==> src/rtl/antiglitch_sched.sv <==
// Round-robin integrating glitch filter with a clean-level change event queue.
// Optional rejected-sample statistics counter: define ANTIGLITCH_SCHED_STAT_EN.

module antiglitch_chan #(
  parameter int LIM = 7,
  parameter int CW  = 3
) (
  input  logic clk,
  input  logic resetn,
  input  logic raw,
  input  logic svc,
  output logic clean,
  output logic chg
`ifdef ANTIGLITCH_SCHED_STAT_EN
  , output logic rej
`endif
);
  logic [1:0]    sync;
  logic          s;
  logic [CW-1:0] cnt, cnt_nxt;
  logic          clean_nxt;

  assign s = sync[1];

  always_ff @(posedge clk or negedge resetn)
    if (!resetn) sync <= '0;
    else         sync <= {sync[0], raw};

  always_comb begin
    cnt_nxt = cnt;
    if (s) begin
      if (cnt != CW'(LIM)) cnt_nxt = cnt + 1'b1;
    end else if (cnt != '0) begin
      cnt_nxt = cnt - 1'b1;
    end
    // hysteresis: level only moves at the integrator rails
    clean_nxt = clean;
    if (cnt_nxt == CW'(LIM))  clean_nxt = 1'b1;
    else if (cnt_nxt == '0)   clean_nxt = 1'b0;
  end

  assign chg = svc && (clean_nxt != clean);
`ifdef ANTIGLITCH_SCHED_STAT_EN
  assign rej = svc && (s != clean) && !chg;
`endif

  always_ff @(posedge clk or negedge resetn)
    if (!resetn) begin
      cnt   <= '0;
      clean <= 1'b0;
    end else if (svc) begin
      cnt   <= cnt_nxt;
      clean <= clean_nxt;
    end
endmodule

module antiglitch_sched #(
  parameter int NCH = 4,
  parameter int LIM = 7,
  parameter int QD  = 4
) (
  input  logic                   clk,
  input  logic                   resetn,
  input  logic                   en,
  input  logic [NCH-1:0]         glitch,
  output logic [NCH-1:0]         clean,
  output logic                   ev_valid,
  input  logic                   ev_ready,
  output logic [$clog2(NCH)-1:0] ev_ch,
  output logic                   ev_lvl,
  output logic                   ev_ovf,
  input  logic                   ovf_clr,
  output logic [15:0]            rej_cnt
);
  localparam int CW  = $clog2(LIM + 1);
  localparam int CHW = $clog2(NCH);
  localparam int AW  = $clog2(QD);

  typedef struct packed {
    logic [CHW-1:0] ch;
    logic           lvl;
  } ev_t;

  logic [CHW-1:0] ptr;
  logic [NCH-1:0] svc, chg;
`ifdef ANTIGLITCH_SCHED_STAT_EN
  logic [NCH-1:0] rej;
`endif

  always_ff @(posedge clk or negedge resetn)
    if (!resetn)  ptr <= '0;
    else if (en)  ptr <= (ptr == CHW'(NCH - 1)) ? '0 : ptr + 1'b1;

  for (genvar k = 0; k < NCH; k++) begin : g_ch
    assign svc[k] = en && (ptr == CHW'(k));
    antiglitch_chan #(.LIM(LIM), .CW(CW)) u_ch (
      .clk    (clk),
      .resetn (resetn),
      .raw    (glitch[k]),
      .svc    (svc[k]),
      .clean  (clean[k]),
      .chg    (chg[k])
`ifdef ANTIGLITCH_SCHED_STAT_EN
      , .rej  (rej[k])
`endif
    );
  end

  // only the serviced channel can change, so the event is always {ptr, ~old level}
  logic push, pop, wr, drop, full, empty;
  ev_t  ev_in;
  ev_t  q [QD];
  logic [AW:0] wp, rp;

  assign push     = |chg;
  assign ev_in    = '{ch: ptr, lvl: ~clean[ptr]};
  assign empty    = (wp == rp);
  assign full     = (wp[AW] != rp[AW]) && (wp[AW-1:0] == rp[AW-1:0]);
  assign ev_valid = !empty;
  assign pop      = ev_valid && ev_ready;
  assign wr       = push && (!full || pop);
  assign drop     = push && full && !pop;
  assign ev_ch    = q[rp[AW-1:0]].ch;
  assign ev_lvl   = q[rp[AW-1:0]].lvl;

  always_ff @(posedge clk)
    if (wr) q[wp[AW-1:0]] <= ev_in;

  always_ff @(posedge clk or negedge resetn)
    if (!resetn) begin
      wp     <= '0;
      rp     <= '0;
      ev_ovf <= 1'b0;
    end else begin
      if (wr)  wp <= wp + 1'b1;
      if (pop) rp <= rp + 1'b1;
      if (drop)         ev_ovf <= 1'b1;
      else if (ovf_clr) ev_ovf <= 1'b0;
    end

`ifdef ANTIGLITCH_SCHED_STAT_EN
  always_ff @(posedge clk or negedge resetn)
    if (!resetn) rej_cnt <= '0;
    else if (|rej && rej_cnt != 16'hFFFF) rej_cnt <= rej_cnt + 1'b1;
`else
  assign rej_cnt = '0;
`endif
endmodule

==> config.mk <==
export PLATFORM = sky130hd
export DESIGN_NAME = antiglitch_sched
export DESIGN_NICKNAME = d
export VERILOG_FILES = /design/src/rtl/antiglitch_sched.sv
export SDC_FILE = /design/constraint.sdc
export NUM_CORES = 1
export LEC_CHECK = 0
export BUFFER_PORTS_ARGS = -buffer_cell sky130_fd_sc_hd__buf_2
export CAP_MARGIN = 20
export CORE_MARGIN = 1
export CORE_UTILIZATION = 52
export DETAILED_ROUTE_END_ITERATION = 16
export GPL_TIMING_DRIVEN = 0
export PLACE_DENSITY = 0.77
export SLEW_MARGIN = 15
export SYNTH_ARGS = -nofsm -noshare
export SYNTH_HDL_FRONTEND = slang
export SYNTH_HIERARCHICAL = 1
export SYNTH_SLANG_ARGS = --single-unit
export TNS_END_PERCENT = 30
==> constraint.sdc <==
create_clock -name clk -period 3.8 [get_ports clk]
set_input_delay 1.14 -clock clk [delete_from_list [all_inputs] [get_ports clk]]
set_output_delay 1.14 -clock clk [all_outputs]
set_load 0.005 [all_outputs]
Yosys cells after proc, flatten, opt, wreduce, memory -nomap -nowiden. Memory sizes are Yosys's and may differ from the RTL's. Index checks and enable logic that the tools add are counted.

Bits in registers: 33. Bits in writable memories: 12. Input port bits: 9. Output and inout bits: 25. Logic and storage cells: 103. Memories kept: 1.

Memories: q (depth 4, bits a word 3, rd ports 1, clocked after Yosys merged registers in 0, wr ports 1, line 112) `ev_t q [QD];`.

Add/sub/neg operators: 11. Order comparisons: 1. Equality and inequality tests: 18. Muxes and demuxes: 27. Bitwise gates (word level): 1. Reductions and logical operators: 28.

Operator list (count): 2-to-1 mux 3 bit (12); adder 3 x 1 -> 3 bit, second input constant (6); logical AND 1 bit (13); 2-to-1 mux 1 bit (13); == test 3 bit, second input constant (4); zero test 3 bit (4); != test 3 bit, second input constant (4); nonzero test 3 bit (4); subtractor 3 x 1 -> 3 bit, second input constant (4); != test 1 bit (5); == test 2 bit, second input constant (2); OR reduction 4 bit (1); == test 3 bit (1); zero test 1 bit (3); less-than comparator 2 x 3 -> 1 bit, second input constant (1); adder 2 x 1 -> 2 bit, second input constant (1); binary-select mux 1 bit (select 2 bit) (1); == test 2 x 1 -> 1 bit, second input constant (1); == test 2 bit (1); zero test 2 bit (1); 2-to-1 mux 2 bit (1); nonzero test 2 bit (1); logical OR 1 bit (1); NOT 1 bit (1).

Depth between registers and ports, before layout.
Depth after elaboration: 12. Depth in mapped cells: 10. Depth with buffers taken out: 10.

Cells and area by module. The synthesis kept the hierarchy.

Modules (own cells, without submodules): antiglitch_chan (times used 4, cells each 37, area an instance 362.8 µm², sequential area each 150.1 µm²); antiglitch_sched (times used 1, cells each 101, area an instance 1282.5 µm², sequential area each 585.6 µm²).

Least setup slack after synthesis. Ideal clock, no wire load.

Kind: register to register. Start point: register g_ch[0].u_ch.cnt[0]. End point: memory q[0][0] (netlist name) (enable). Setup time: 0.303 ns. Data arrival time: 2.459 ns. Slack: 1.038 ns. Stages on the path, launching flop included: 11. Path buffers: 0. Clock period less this slack: 2.762 ns. Path through: dfrtp_1 inv_1 ha_1 or4b_1 nand3_2 inv_2 or4b_1 a21oi_1 nor4_2 a41oi_4 and2_1.

Cells in the longest elaborated chain, start to end: 12. Elaborated cells between the ends (all ways): 17. Classes of those cells: 2 x add/sub; 3 x eq/ne; 7 x mux; 5 x reduce/logical.

Ends and longest elaborated chain: from (decl) (line 20) `logic [CW-1:0] cnt, cnt_nxt;`; from (signal assigned) (line 52) `cnt <= cnt_nxt;`; subtractor 3 x 1 -> 3 bit, or another cell as far along (line 34) `cnt_nxt = cnt - 1'b1;`; 2-to-1 mux 3 bit (on tied branches) (line 33, 32); 2-to-1 mux 3 bit * (line 31) `if (s) begin`; zero test 3 bit (line 39) `else if (cnt_nxt == '0) clean_nxt = 1'b0;`; 2-to-1 mux 1 bit (line 39); 2-to-1 mux 1 bit * (line 38) `if (cnt_nxt == CW'(LIM)) clean_nxt = 1'b1;`; != test 1 bit * (line 42) `assign chg = svc && (clean_nxt != clean);`; logical AND 1 bit * (line 42); named net chg[0] (line 85) `logic [NCH-1:0] svc, chg;`; OR reduction 4 bit * (line 115) `assign push = |chg;`; logical AND 1 bit * (line 121) `assign wr = push && (!full || pop);`; 2-to-1 mux 1 bit * (line 127) `if (wr) q[wp[AW-1:0]] <= ev_in;`; 2-to-1 mux 1 bit (implied by the code) * (line 127); to (decl) (line 112).

The timed path passes the listed nets; every way through them passes the cells marked *.

Final worst setup path.
Start point: register g_ch[0].u_ch.cnt[0]. End point: memory q[3][0] (netlist name) (enable).

Same word-level chain as after synthesis.

==> results by group <==
Status
  – Status: completed

Worst setup path
  – Slowest CP cell: or4b_1
  – R2r startpoint: g_ch[0].u_ch/cnt[0]$_DFFE_PN0P_
  – Crit path from: g_ch[0].u_ch/cnt[0]$_DFFE_PN0P_
  – Crit-path most repeated cell: or4b_1
  – Crit. End Element: register
  – Worst-path fanout max: 5
  – Critical path startpoint category: register
  – Top Family by Delay on Critical Path: simple AND/OR/NAND/NOR gates
  – Worst path cell trace: inv_1 -> ha_1 -> or4b_1 -> nand3_2 -> inv_2 -> or4b_1 -> a21oi_1 -> nor4_2 -> nor3_1
  – Worst stage delay on the critical path: between 500 and 600 ps
  – Worst Path Buf+Inv: 2
  – CP required: roughly 3700 ps
  – R2R depth: 9
  – Worst endpoint data arrival time: 2980 ps
  – Worst path depth: 9
  – Critical path type: register to register

Pwr
  – Pwr/cell area: around 730 mW/mm^2
  – Maximum vdd drop: between 200 and 300 uV
  – Leakage Power: 1.34 nW

Cells and area
  – P&R area growth vs syn: 11.7%
  – Commonest cells after routing, fill and taps aside: 33 x dfrtp_1, 21 x ha_1, 20 x inv_1
  – Fin util: 0.602
  – Share of layout cells above drive strength 1: 0.260
  – Diode count: 0
  – # nets final: around 320
  – Most common library cell in the layout ignoring fill and taps: dfrtp_1

Drt
  – Antenna-violating nets left: 0
  – # DRC: 0
  – 1st-pass router iterations: 4
  – Vias: about 1800
  – Iteration-0 DRC Markers: 77
  – WL/cell: between 10 and 15 um
  – Wirelength, routed: about 4300 um
  – Vias per inst: 5.02

Synthesis
  – Top_reg_cell synth: dfrtp_1
  – Syn Area/Cell: 11.0 um^2
  – Post-synth EDFFs: 12
  – Cell variety after synth: 41
  – Synth warn: 6
  – Post-Syn Instances: around 250
  – Largest area contributor in the netlist: dfrtp_1
  – Leading post-synthesis cells by cell area: dfrtp_1 30%, edfxtp_1 13%, ha_1 9.6%, buf_4 4.7%, xnor2_1 3.5%
  – Synthesized flop and latch total: between 40 and 50
  – Top-area cell type share of the netlist area: 0.302
  – FFs w/ async S/R, synth: 0.733
  – Synth Cell Area: about 0.0027 mm^2
  – Post-synthesis sequential area ratio: 0.434

Global route
  – Met3 Resource Use GR: 0.0407
  – M1 GR Usage: 0.203
  – Maximum number of pins on one net before global-route repair: 34
  – Initial antenna violation count: 0
  – Vias in the first global route: 1646
  – GRT Max-Usage Layer: met2
  – First-pass GRT wire length: about 7000 um
  – Met2 usage: 0.300
  – GRT Total Usage: 0.169
  – GR Overflow Total: 0

Clocking
  – Num CTS Buffers: 5
  – Hold-fix buffers, CTS: 0
  – TritonCTS clock tree: built
  – Clk buf depth: 2
  – Latest clock arrival within the worst-skew pair: around 300 ps
  – Setup Buffers After CTS: 0
  – Clock slew at reported path FFs: approximately 90 ps
  – CTS Sinks: between 40 and 50
  – CTS H-tree lvls: 2
  – Root Buffer: clkbuf_8
  – Post-CTS Resized: 0

Floorplan
  – Die ar.: 0.00555 mm^2
  – Ports: 34
  – Chip height: between 70 and 80 um
  – Row count: 26
  – Initial Util: 0.539
  – Total core area: just over 0.005 mm^2
  – Die width: between 70 and 80 um

STA
  – Final hold violation count: 0
  – RSZ-0062 raised after global routing: no
  – Min Clock Period, post-route: ~3000 ps
  – Setup TNS: 0 ps
  – Worst slew margin: 0.497
  – # setup viols final: 0
  – Final Cycle Share: 0.800
  – Final worst setup slack: approximately 760 ps
  – Final Skew: 6.76 ps
  – Fmax: 329 MHz
  – Final Max Tran Viols: 0
  – Worst-Margin Slew: roughly 750 ps

Place
  – GPL Wtd Cong: 0.818
  – Dpl hpwl: about 3300 um
  – Place WS: around 740 ps
  – # port buffers: 17

Min path
  – WHS Path Cells: 0
  – HP Class: register to register
  – Hold Startpoint: g_ch[3].u_ch/sync[0]$_DFF_PN0_

Run
  – Max-Cap Viols: 0
[synth_stat cells (all sizes together), types with 2 or more instances]
library cell  instances
a211o                 4
a21oi                12
a31oi                 4
and2                  7
and3                  4
buf                  18
dfrtp                33
edfxtp               12
ha                   21
inv                  24
mux2                  2
mux4                  4
nand2                12
nand2b                5
nand3                10
nand4b                4
nor2                  9
nor3                  2
nor3b                 5
nor4                  2
o21ai                15
o31ai                 6
or2b                  4
or4b                  8
xnor2                13
xor2                  3
[routing by layer]
layer | up-vias | routed length, um
met5 | - | 0
met4 | 0 | 43
met3 | 5 | 139
met2 | 28 | 2160
met1 | 844 | 1990
li1 | 925 | -
[cells by family (layout without fill, tap and decap cells)]
group,count (synthesis),count (layout),share of synthesized area
other cells,1,16,0.00137
xor+xnor,16,16,0.0595
mux,6,6,0.0426
flops,45,45,0.434
compound gates,45,45,0.110
simple gates,73,73,0.175
fa+ha+maj,21,21,0.0961
buf+inv,42,67,0.0815
[layout make-up]
type	instances	area, um^2
Sequential cell	45	1190
Fill cell	433	2020
Timing Repair Buffer	17	85.1
Clock inverter	3	21.3
Buffer	18	133
Inverter	24	90.1
Clock buffer	5	68.8
Multi-Input combinational cell	177	1380
Tap cell	70	87.6
[metrics by stage]
stage / cell area (um^2) / cells / hold WS [ps] / power, mW
4_1_cts: 3050 / 359 / 357 / 2.24
3_5_place_dp: 2960 / 351 / 336 / 1.94
5_1_grt: 3050 / 359 / 365 / 2.43
3_3_place_gp: 2960 / 351 / 331 / 1.89
6_report: 3050 / 359 / 354 / 2.22
2_1_floorplan: 2790 / 264 / 331 / 1.69
[registers in the layout, indices dropped and copies added (netlist names)]
name	flops
rp	3
q	12
g_ch.u_ch/sync	8
ptr	2
g_ch.u_ch/cnt	12
g_ch.u_ch/clean	4
ev_ovf	1
wp	3
[path summary, 6_finish.rpt]
check | endpoint | slack (ps)
setup / recovery | q[3][0]$_DFFE_PP_ | 760
hold / removal | g_ch[3].u_ch/sync[1]$_DFF_PN0_ | 350
setup reg to reg | q[3][0]$_DFFE_PP_ | 760
hold reg to reg | g_ch[3].u_ch/sync[1]$_DFF_PN0_ | 350
max in group asynchronous | g_ch[1].u_ch/cnt[0]$_DFFE_PN0P_ | 2410
min in group asynchronous | g_ch[0].u_ch/sync[1]$_DFF_PN0_ | 900
[power by group]
group	switching, mW	internal (mW)
clock	0.163	0.130
sequential	0.155	0.647
combinational	0.597	0.525
(Power assumes the default switching activity.)
